<file path="config.mk">
export PLATFORM = sky130hd
export DESIGN_NAME = alu_arbiter
export DESIGN_NICKNAME = d
export VERILOG_FILES = /design/src/rtl/alu_arbiter.sv
export SDC_FILE = /design/constraint.sdc
export NUM_CORES = 1
export LEC_CHECK = 0
export CORE_AREA = 10 10 81 83
export DETAILED_ROUTE_END_ITERATION = 10
export DIE_AREA = 0 0 91 93
export DONT_BUFFER_PORTS = 1
export HOLD_SLACK_MARGIN = 0.02
export MAX_ROUTING_LAYER = met4
export PLACE_DENSITY = 0.67
export SKIP_LAST_GASP = 1
export SYNTH_ARGS = -nofsm -noshare
export SYNTH_HDL_FRONTEND = slang
export SYNTH_SLANG_ARGS = --single-unit
</file>
<file path="constraint.sdc">
create_clock -name clk -period 2.7 [get_ports clk]
set_input_delay 0.405 -clock clk [delete_from_list [all_inputs] [get_ports clk]]
set_output_delay 0.405 -clock clk [all_outputs]
set_load 0.02 [all_outputs]
</file>
<file path="src/rtl/alu_arbiter.sv">
// ---------------------------------------------------------------------------
// alu_arbiter
//
// Shares one combinational ALU between two requesters. Requests are
// arbitrated round-robin in IDLE. The winner's operands and operate code are
// registered onto the ALU inputs. The ALU result is captured one cycle later
// and returned with a one-cycle done pulse to the granted requester.
// One operation takes three cycles: IDLE -> EXEC -> RESP -> IDLE.
//
// Ports
//   clk, rst              rising-edge clock, asynchronous active-high reset
//   req0/a0/b0/op0        requester 0: request, operand in0, operand in1, op
//   req1/a1/b1/op1        requester 1: same meaning as requester 0
//   done0, done1          one-cycle pulse; res holds that requester's result
//   res                   registered ALU result, valid while a done is high
//   busy                  high while in EXEC and RESP
//   alu_in0/alu_in1       registered operands driving the ALU
//   alu_op                registered operate code driving the ALU
//   alu_out               combinational ALU result
// ---------------------------------------------------------------------------
module alu_arbiter #(
    parameter int WIDTH = 16,
    parameter int OPW   = 3
) (
    input  logic             clk,
    input  logic             rst,
    input  logic             req0,
    input  logic [WIDTH-1:0] a0,
    input  logic [WIDTH-1:0] b0,
    input  logic [OPW-1:0]   op0,
    input  logic             req1,
    input  logic [WIDTH-1:0] a1,
    input  logic [WIDTH-1:0] b1,
    input  logic [OPW-1:0]   op1,
    output logic             done0,
    output logic             done1,
    output logic [WIDTH-1:0] res,
    output logic             busy,
    output logic [WIDTH-1:0] alu_in0,
    output logic [WIDTH-1:0] alu_in1,
    output logic [OPW-1:0]   alu_op,
    input  logic [WIDTH-1:0] alu_out
);

    typedef enum logic [1:0] {
        IDLE = 2'd0,
        EXEC = 2'd1,
        RESP = 2'd2
    } state_t;

    state_t           state_q, state_d;
    logic             gnt_q, gnt_d;               // requester currently served
    logic             last_grant_q, last_grant_d; // last requester served
    logic             done0_q, done0_d;
    logic             done1_q, done1_d;
    logic             busy_q, busy_d;
    logic [WIDTH-1:0] res_q, res_d;
    logic [WIDTH-1:0] alu_in0_q, alu_in0_d;
    logic [WIDTH-1:0] alu_in1_q, alu_in1_d;
    logic [OPW-1:0]   alu_op_q, alu_op_d;
    logic             win;

    always_comb begin
        // NOTE: every signal gets a default before the case statement. A path
        // that skips an assignment would otherwise infer a latch.
        state_d      = state_q;
        gnt_d        = gnt_q;
        last_grant_d = last_grant_q;
        done0_d      = 1'b0;
        done1_d      = 1'b0;
        busy_d       = 1'b0;
        res_d        = res_q;
        alu_in0_d    = alu_in0_q;
        alu_in1_d    = alu_in1_q;
        alu_op_d     = alu_op_q;
        win          = 1'b0;

        unique case (state_q)
            IDLE: begin
                if (req0 || req1) begin
                    // A tie goes to whoever was not served last.
                    // A single request goes to its own requester.
                    win          = (req0 && req1) ? ~last_grant_q : req1;
                    gnt_d        = win;
                    last_grant_d = win;
                    alu_in0_d    = win ? a1  : a0;
                    alu_in1_d    = win ? b1  : b0;
                    alu_op_d     = win ? op1 : op0;
                    busy_d       = 1'b1;
                    state_d      = EXEC;
                end
            end
            EXEC: begin
                // The ALU settled from the registered inputs during this cycle.
                res_d   = alu_out;
                done0_d = ~gnt_q;
                done1_d = gnt_q;
                busy_d  = 1'b1;
                state_d = RESP;
            end
            RESP: begin
                state_d = IDLE;
            end
            default: begin
                state_d = IDLE;
            end
        endcase
    end

    // NOTE: sequential state uses non-blocking assignments only. All flops
    // then sample their _d values from before the edge, with no ordering races.
    always_ff @(posedge clk or posedge rst) begin
        if (rst) begin
            state_q      <= IDLE;
            gnt_q        <= 1'b0;
            last_grant_q <= 1'b1; // requester 0 wins the first tie
            done0_q      <= 1'b0;
            done1_q      <= 1'b0;
            busy_q       <= 1'b0;
            res_q        <= '0;
            alu_in0_q    <= '0;
            alu_in1_q    <= '0;
            alu_op_q     <= '0;
        end else begin
            state_q      <= state_d;
            gnt_q        <= gnt_d;
            last_grant_q <= last_grant_d;
            done0_q      <= done0_d;
            done1_q      <= done1_d;
            busy_q       <= busy_d;
            res_q        <= res_d;
            alu_in0_q    <= alu_in0_d;
            alu_in1_q    <= alu_in1_d;
            alu_op_q     <= alu_op_d;
        end
    end

    assign done0   = done0_q;
    assign done1   = done1_q;
    assign busy    = busy_q;
    assign res     = res_q;
    assign alu_in0 = alu_in0_q;
    assign alu_in1 = alu_in1_q;
    assign alu_op  = alu_op_q;

endmodule

</file>
==> impl_metrics.tcl, run 1 <==
set metrics [dict create \
    via_per_inst 5.842 \
    synth_largest_area_cell "dfrtp_1" \
    startpoint_type "flop" \
    synth_most_common_cell "nand2_1" \
    antenna_found_initial 0 \
    grt_setup_unrepaired "false" \
    initial_utilization_pct 51.42 \
    post-route-period-util_pct 59.99 \
    outcome "finished, final reports clean" \
    worst_ep_required_time_ps 2910 \
    drv_cap 0 \
    insertion_delay_ps 330 \
    drc 0 \
    grt_usage_pct 16.27 \
    firstDrtPassIters 5 \
    setup_viol 0 \
    globalplace.congestion 0.7591 \
    rows 26 \
    wl_per_cell_um 21.31 \
    yosysSeqAreaShare_pct 56.39 \
    synth_top_area_share_pct 55.37 \
    synth_edf_count 0 \
    cp_slowest_cell "nand2b_1" \
    crit_fanout 19 \
    yosys_warnings 0 \
    area_growth_pct 9.810 \
    vias 1881 \
    hold_viol 0 \
    p_total_mw 4.219 \
    cts_root_buf "clkbuf_8" \
    clkSinkCount 58 \
    syn_nets 342 \
    grt_max_degree 39 \
    leakage_nw 1.190 \
    startpoint "state_q[1]" \
    antenna_left 0 \
    r2r-start "state_q[1]" \
    synth.avg_cell_area_um2 10.22 \
    relSlewSlack_pct 44.20 \
    postCtsResizedCells 0 \
    cp-end-kind "flop" \
    port_buffers 0 \
    finClkSkew_ps 4.036 \
    dp_hpwl_mm 4.992 \
    grt_pass1_wl_mm 10.46 \
    power_density_nw_per_um2 1491 \
    drtIter0Drc 123 \
    die_w_um 91 \
    cpPeakStageDelay_ps 680 \
    n_antenna_cell 0 \
    cts_made_buffers 9 \
    layout-drive-gt1-share_pct 21.03 \
    clk_pin_slew_ps 60 \
    tns_ps 0 \
    period_needed_ps 1620 \
    worstSetupPathType "reg -> reg" \
    cts_max_level 3 \
    tritoncts "yes" \
    max_freq_mhz 617.4 \
    post_cts_buffers 0 \
    worstHoldPathType "in -> async" \
    crit_chain "nand2b_1 > mux2_2" \
    die_height_um 93 \
    arrival_ps 1830 \
    drt_wl_total_mm 6.862 \
    synth_commonest_cells "nand2_1, dfrtp_1, a21oi_1" \
    coreArea_um2 5010 \
    async_flop_share_pct 100.0 \
    synth-seq-cells 58 \
    drv_slew 0 \
    overflow 0 \
    die-area_um2 8463 \
    synth_cell_types 19 \
    final_nets 337 \
    holdBufCountCts 0 \
    clockBufferDepth 2 \
    max-vdd-ir-drop_mv 0.6073 \
    tightest_slew_ps 836.9 \
    syn_area_um2 2576 \
    ys_top_cells_by_area "dfrtp_1, nand2_1, a21oi_1, mux2_2, a31oi_1" \
    grt_pass1_vias 1915 \
    io_pins 144 \
    nFillCells 444 \
    netlist_instances 252 \
    synth_ff_type "dfrtp_1" \
]
==> cell type report <==
type,instances,area [um^2],share of cell area [%]
flip-flops and latches,58,1453,51.35
multi-input cells,170,988.4,34.94
clock buffers,11,151.4,5.352
clock inverters,5,100.1,3.538
well taps,70,87.58,3.096
repair buffers,5,37.54,1.327
inverters,3,11.26,0.3981
==> power breakdown <==
| group | leakage (nW) | internal (mW) | switching (mW) | total [mW] |
|---|---|---|---|---|
| clock network | 0.129 | 0.660 | 0.329 | 0.989 |
| registers | 0.663 | 1.32 | 0.852 | 2.17 |
| logic | 0.398 | 0.464 | 0.596 | 1.06 |
==> cell usage in the layout, fill, tap and decap left out, drive strengths merged <==
| master | n |
|---|---|
| mux2 | 16 |
| clkinv | 2 |
| a21bo | 1 |
| inv | 3 |
| clkbuf | 11 |
| and2 | 1 |
| bufinv | 3 |
| a21oi | 36 |
| nand2b | 1 |
| a21boi | 1 |
| a31oi | 36 |
| o21ai | 1 |
| buf | 5 |
| or2 | 1 |
| dfstp | 1 |
| nand2 | 71 |
| nor2 | 5 |
| dfrtp | 57 |
==> per-stage QoR <==
stage	util (%)	setup WS [ps]	hold WS, ps	area (um^2)	cells
3_3_place_gp	51.45	1117	379.5	2577	306
4_1_cts	56.47	1062	28.39	2829	322
5_1_grt	56.47	959.2	51.35	2829	322
2_1_floorplan	-	868.7	403.2	2576	252
6_report	56.47	1080	17.53	2829	322
3_5_place_dp	51.45	1074	393.7	2577	306
==> cells by family (layout without fill, tap and decap cells) <==
family	after synthesis	in the layout	share of synthesized area (%)
AND/OR/NAND/NOR	79	79	11.90
buffers and inverters	24	24	5.536
multiplexers	16	16	6.994
AO/OA/AOI/OAI	75	75	19.18
flip-flops	58	58	56.39
==> worst paths after layout <==
path	endpoint	slack (ps)	depth (start not counted)
worst max-delay path	res[4]	1080	2
worst min-delay path	res[7]	20	1
worst max register to register	res[4]	1080	2
worst min register to register	done0	430	1
max in group asynchronous	res[11]	1880	2
min in group clk	last_grant_q	140	1
==> registers in the layout (all words and copies together), names as in the netlist, 2 cells and up <==
signal	cells
alu_in1	16
state_q	2
alu_in0	16
res	16
alu_op	3
==> metal layers <==
| metal | share of wire, % | global-route usage (%) |
|---|---|---|
| met1 | 41 | 18.44 |
| met2 | 47 | 24.46 |
| met3 | 10 | 8.153 |
| met4 | 0.87 | 5.875 |
| met5 | 0 | - |
==> critical path, delay by kind of cell (launching register included) <==
| kind | cells | cell delay, ps |
|---|---|---|
| muxes | 1 | 420 |
| and+or+nand+nor | 1 | 680 |
| DFF | 1 | 400 |
Power figures use the tool's default switching activity.
==> inputs of run 2 (changes only) <==
clock period = 1.7 ns   (was 2.7 ns; I/O delays follow)
==> run 2 against run 1 <==
  * Sequential share of layout area is 0.16 points lower
  * Core utilization rose by 0.17 points
  * First-iteration DRC count is 11% lower
  * Clock power up 19%
  * Sequential power increased by 59%
  * Combinational power increased by 64%
  * Critical path type unchanged
  * Highest routed layer unchanged
==> impl_metrics.tcl, run 2 (synthesis results as in run 1) <==
set metrics [dict create \
    outcome "finished, final reports clean" \
    post-route-period-util_pct 77.48 \
    setup_viol 0 \
    post_cts_buffers 0 \
    vias 1875 \
    firstDrtPassIters 4 \
    tns_ps 0 \
    clockBufferDepth 2 \
    grt_pass1_wl_mm 10.41 \
    cp-end-kind "flop" \
    worstSetupPathType "reg -> reg" \
    hold_viol 0 \
    r2r_cells 3 \
    cp_slowest_cell "and2_4" \
    cts_root_buf "clkbuf_8" \
    via_per_inst 5.716 \
    worstHoldPathType "in -> reg" \
    clkSinkCount 58 \
    nFillCells 462 \
    drv_slew 0 \
    n_antenna_cell 0 \
    multi_input_area_um2 988.4 \
    r2r-start "state_q[1]" \
    relSlewSlack_pct 64.04 \
    cpPeakStageDelay_ps 430 \
    crit_chain "nor2_4 > and2_4 > a31oi_1" \
    arrival_ps 1490 \
    initial_utilization_pct 51.42 \
    antenna_found_initial 0 \
    crit_fanout 37 \
    final_util_pct 56.64 \
    die_w_um 91 \
    grt_usage_pct 16.15 \
    cts_max_level 3 \
    drv_cap 0 \
    dp_hpwl_mm 5.100 \
    globalplace.congestion 0.7575 \
    grt_setup_unrepaired "false" \
    layout-drive-gt1-share_pct 21.71 \
    clk_pin_slew_ps 70 \
    hp-start "b0[2]" \
    tightest_slew_ps 538.6 \
    rr_endpoint "alu_in0[6]" \
    insertion_delay_ps 330 \
    cts_made_buffers 9 \
    p_total_mw 6.374 \
    timing.hold.ws_ps 61.08 \
    coreArea_um2 5010 \
    overflow 0 \
    startpoint_type "flop" \
    whs_endpoint "alu_in1[2]" \
    drc 0 \
    grt_max_degree 38 \
    area_growth_pct 10.15 \
    drt_wl_total_mm 6.807 \
    port_buffers 0 \
    worst_ep_required_time_ps 1880 \
    hold_depth 2 \
    finClkSkew_ps 11.04 \
    grt_pass1_vias 1996 \
    final_common_cell "nand2_1" \
    final_nets 343 \
    period_needed_ps 1317 \
    wl_per_cell_um 20.75 \
    rows 26 \
    layout.area.seq_um2 1453 \
    tritoncts "yes" \
    power_density_nw_per_um2 2246 \
    die-area_um2 8463 \
    leakage_nw 1.192 \
    max-vdd-ir-drop_mv 0.9392 \
    drtIter0Drc 110 \
    final_cell_mix "nand2_1, dfrtp_1, a21oi_1" \
    max_freq_mhz 759.2 \
    die_height_um 93 \
    antenna_left 0 \
    io_pins 144 \
    r2r_setup_slack_ps 380 \
]
==> run 2: changes by cell type in the layout (fill, tap and decap cells not counted) <==
cell and delta:
buf_4 +2, clkinv_2 +2, bufinv_16 -2, clkinvlp_4 +1
buf_12 +2, clkbuf_8 -2, dlygate4sd3_1 +2, clkbuf_1 +1
==> run 2: worst max-delay path by stage <==
stage,start,endpoint,slack [ps]
final,state_q[1],alu_in0[6],380
after global routing,state_q[1],alu_in0[6],260
after CTS,last_grant_q,alu_in0[6],360
after detailed placement,req0,alu_in0[6],150
after global placement,req0,alu_op[2],200
after floorplan,rst,alu_in0[0],20
==> run 2: per-layer routing <==
layer | routed length [um] | up-vias | GRT usage (%)
li1 | - | 873 | -
met1 | 2912 | 893 | 18.28
met2 | 3237 | 101 | 24.64
met3 | 566 | 8 | 6.155
met4 | 89 | 0 | 8.225
met5 | 0 | - | -
==> run 2: power by group <==
group	leakage, nW	total, mW	internal, mW	switching, mW
registers	0.663	3.45	2.09	1.36
logic	0.433	1.74	0.795	0.946
clock network	0.0958	1.18	0.666	0.517
total	1.19	6.37	3.55	2.82
==> run 2: area by class of cell <==
type | count | share of cell area [%]
multi-input combinational | 170 | 34.83
clock inverter | 6 | 2.028
inverter | 3 | 0.3968
tap | 70 | 3.086
timing repair buffer | 11 | 3.968
clock buffer | 10 | 4.497
sequential | 58 | 51.19
==> run 2: metrics by stage <==
step	std cells	setup slack, ps	area [um^2]
4_1_cts	328	361.9	2838
2_1_floorplan	252	18.67	2576
3_5_place_dp	310	150.1	2633
6_report	328	382.8	2838
3_3_place_gp	310	196.4	2633
5_1_grt	328	259.0	2838
==> run 2: critical path: cells and delay by family, from the launching register on <==
family | cells | cell delay (ps)
and+or+nand+nor | 2 | 570
DFF | 1 | 420
AOI/OAI and AO/OA | 1 | 150
==> run 2: repair_timing <==
item / in CTS / in global routing
resized for setup: 0 / 0
endpoints found under the setup margin: 0 / 0
hold endpoints to repair: 24 / 0
hold buffers: 2 / 0
==> inputs of run 3 (changes only) <==
PLACE_DENSITY = 0.7   (was 0.67)
clock period = 1.13 ns   (was 1.7 ns; I/O delays follow)
==> run 3 against run 2 <==
  * Non-clock buffer count increased by 102
  * Critical path depth increased by 1
  * Setup slack got worse by 510 ps
  * Register-to-register slack got worse by 510 ps
  * Combinational power increased by 140%
  * Sequential power increased by 51%
  * The flow now finishes with violations (negative setup slack)
  * Critical path type unchanged
  * Cell area increased by 44%
==> impl_metrics.tcl, run 3 (synthesis results as in run 1) <==
set metrics [dict create \
    hold_viol 0 \
    max-vdd-ir-drop_mv 1.477 \
    grt_pass1_wl_mm 13.68 \
    comb_power_share_pct 37.1 \
    drt_wl_total_mm 9.716 \
    layout-drive-gt1-share_pct 23.33 \
    die_height_um 93 \
    clk_pin_slew_ps 70 \
    max_freq_mhz 795.7 \
    area_growth_pct 58.43 \
    worstSetupPathType "reg -> reg" \
    internal-power_mw 6.544 \
    final_util_pct 81.47 \
    drv_slew 0 \
    power_density_nw_per_um2 2795 \
    overflow 0 \
    design_area_um2 4081 \
    via_per_inst 5.691 \
    cts_max_level 3 \
    startpoint "state_q[0]" \
    power_frac_clock_pct 17.4 \
    setup_ws_ps -126.8 \
    place_ws_ps -87.68 \
    layout.area.seq_um2 1454 \
    clockBufferDepth 2 \
    worst_ep_required_time_ps 1350 \
    final_cell_mix "dlygate4sd3_1, nand2_1, dfrtp_1" \
    relSlewSlack_pct 73.72 \
    io_pins 144 \
    die-area_um2 8463 \
    antenna_left 0 \
    swShare_pct 42.64 \
    final_nets 445 \
    die_w_um 91 \
    grt_pass1_vias 2562 \
    insertion_delay_ps 340 \
    nFillCells 305 \
    rows 26 \
    grt_setup_unrepaired "true" \
    cts_root_buf "clkbuf_8" \
    r2r-start "state_q[0]" \
    firstDrtPassIters 5 \
    timing.hold.ws_ps 204.3 \
    p_total_mw 11.41 \
    cp-end-kind "flop" \
    tritoncts "yes" \
    coreArea_um2 5010 \
    clkSinkCount 58 \
    outcome "finished with violations" \
    p_switching_mw 4.864 \
    worstHoldPathType "in -> reg" \
    place_area_um2 2799 \
    cts_made_buffers 9 \
    grt_max_degree 25 \
    p_seq_share_pct 45.6 \
    post-route-period-util_pct 111.2 \
    tightest_slew_ps 393.3 \
    arrival_ps 1480 \
    hp-start "req0" \
    antenna_found_initial 0 \
    period_needed_ps 1257 \
    final_common_cell "dlygate4sd3_1" \
    crit_fanout 9 \
    setup_viol 53 \
    vias 2464 \
    globalplace.congestion 0.7537 \
    initial_utilization_pct 51.42 \
    violations "negative setup slack" \
    drv_cap 0 \
    startpoint_type "flop" \
    multi_input_area_um2 1077 \
    grt_usage_pct 21.08 \
    dp_hpwl_mm 5.350 \
    finClkSkew_ps 7.317 \
    drc 0 \
    wl_per_cell_um 22.44 \
    drtIter0Drc 185 \
    leakage_nw 1.724 \
    port_buffers 0 \
]
[run 3: cell count changes in the layout (fill, tap and decap cells not counted), sizes merged, moves of 2 or more]
| cell | change |
|---|---|
| clkinvlp | +2 |
| dlygate4sd3 | +87 |
| clkbuf | +5 |
| buf | +12 |
| clkinv | -3 |
| diode | +3 |
[run 3: worst max-delay path, stage by stage (launching register included)]
cell,delay [ps]
dfrtp_2,450
nor2_4,180
and2_4,250
clkbuf_16,190
a31oi_2,80
[run 3: stage by stage]
stage               setup TNS [ps]  instances
floorplan                    -2527        252
detailed placement           -3058        319
CTS                          -2558        424
finish                       -4702        433
global placement             -1890        319
global route                 -7084        430
[run 3: final timing paths]
| path | endpoint | slack, ps | cells past startpoint |
|---|---|---|---|
| worst max-delay path | alu_op[2] | -130 | 4 |
| worst min-delay path | gnt_q | 200 | 4 |
| worst max register to register | alu_op[2] | -130 | 4 |
| worst min register to register | done0 | 420 | 1 |
| max in group asynchronous | alu_in0[11] | 390 | 3 |
| min in group asynchronous | alu_in1[1] | 310 | 2 |
[run 3: area by class of cell]
type / count / area share (%)
repair buffers: 113 / 30.26
multi-input cells: 170 / 26.39
diodes: 3 / 0.1839
clock inverters: 4 / 1.226
clock buffers: 12 / 3.801
inverters: 3 / 0.3679
flip-flops and latches: 58 / 35.62
well taps: 70 / 2.146
[run 3: layer usage]
metal | vias up | GRT usage, % | part of all wire [%]
li1 | 1080 | - | -
met5 | - | - | 0
met2 | 185 | 34.13 | 50
met3 | 26 | 8.793 | 10
met1 | 1173 | 22.64 | 37
met4 | 0 | 8.486 | 2.1
[run 3: repair_timing]
item,4_1_cts,5_1_grt
endpoints found under the setup margin,53,53
endpoints found under the hold margin,110,0
pin swaps,0,1
resized for setup,2,14
hold buffers,89,0
setup buffers,0,2
gates cloned,0,4
[run 3: power groups by stage]
stage                     sequential, mW  clock, mW  combinational (mW)
after CTS                           5.18       1.99                3.41
after global routing                5.33       2.09                4.51
after floorplan                     4.90          0                2.50
final                               5.20       1.98                4.23
after detailed placement            5.19          0                3.15
after global placement              5.16          0                3.04
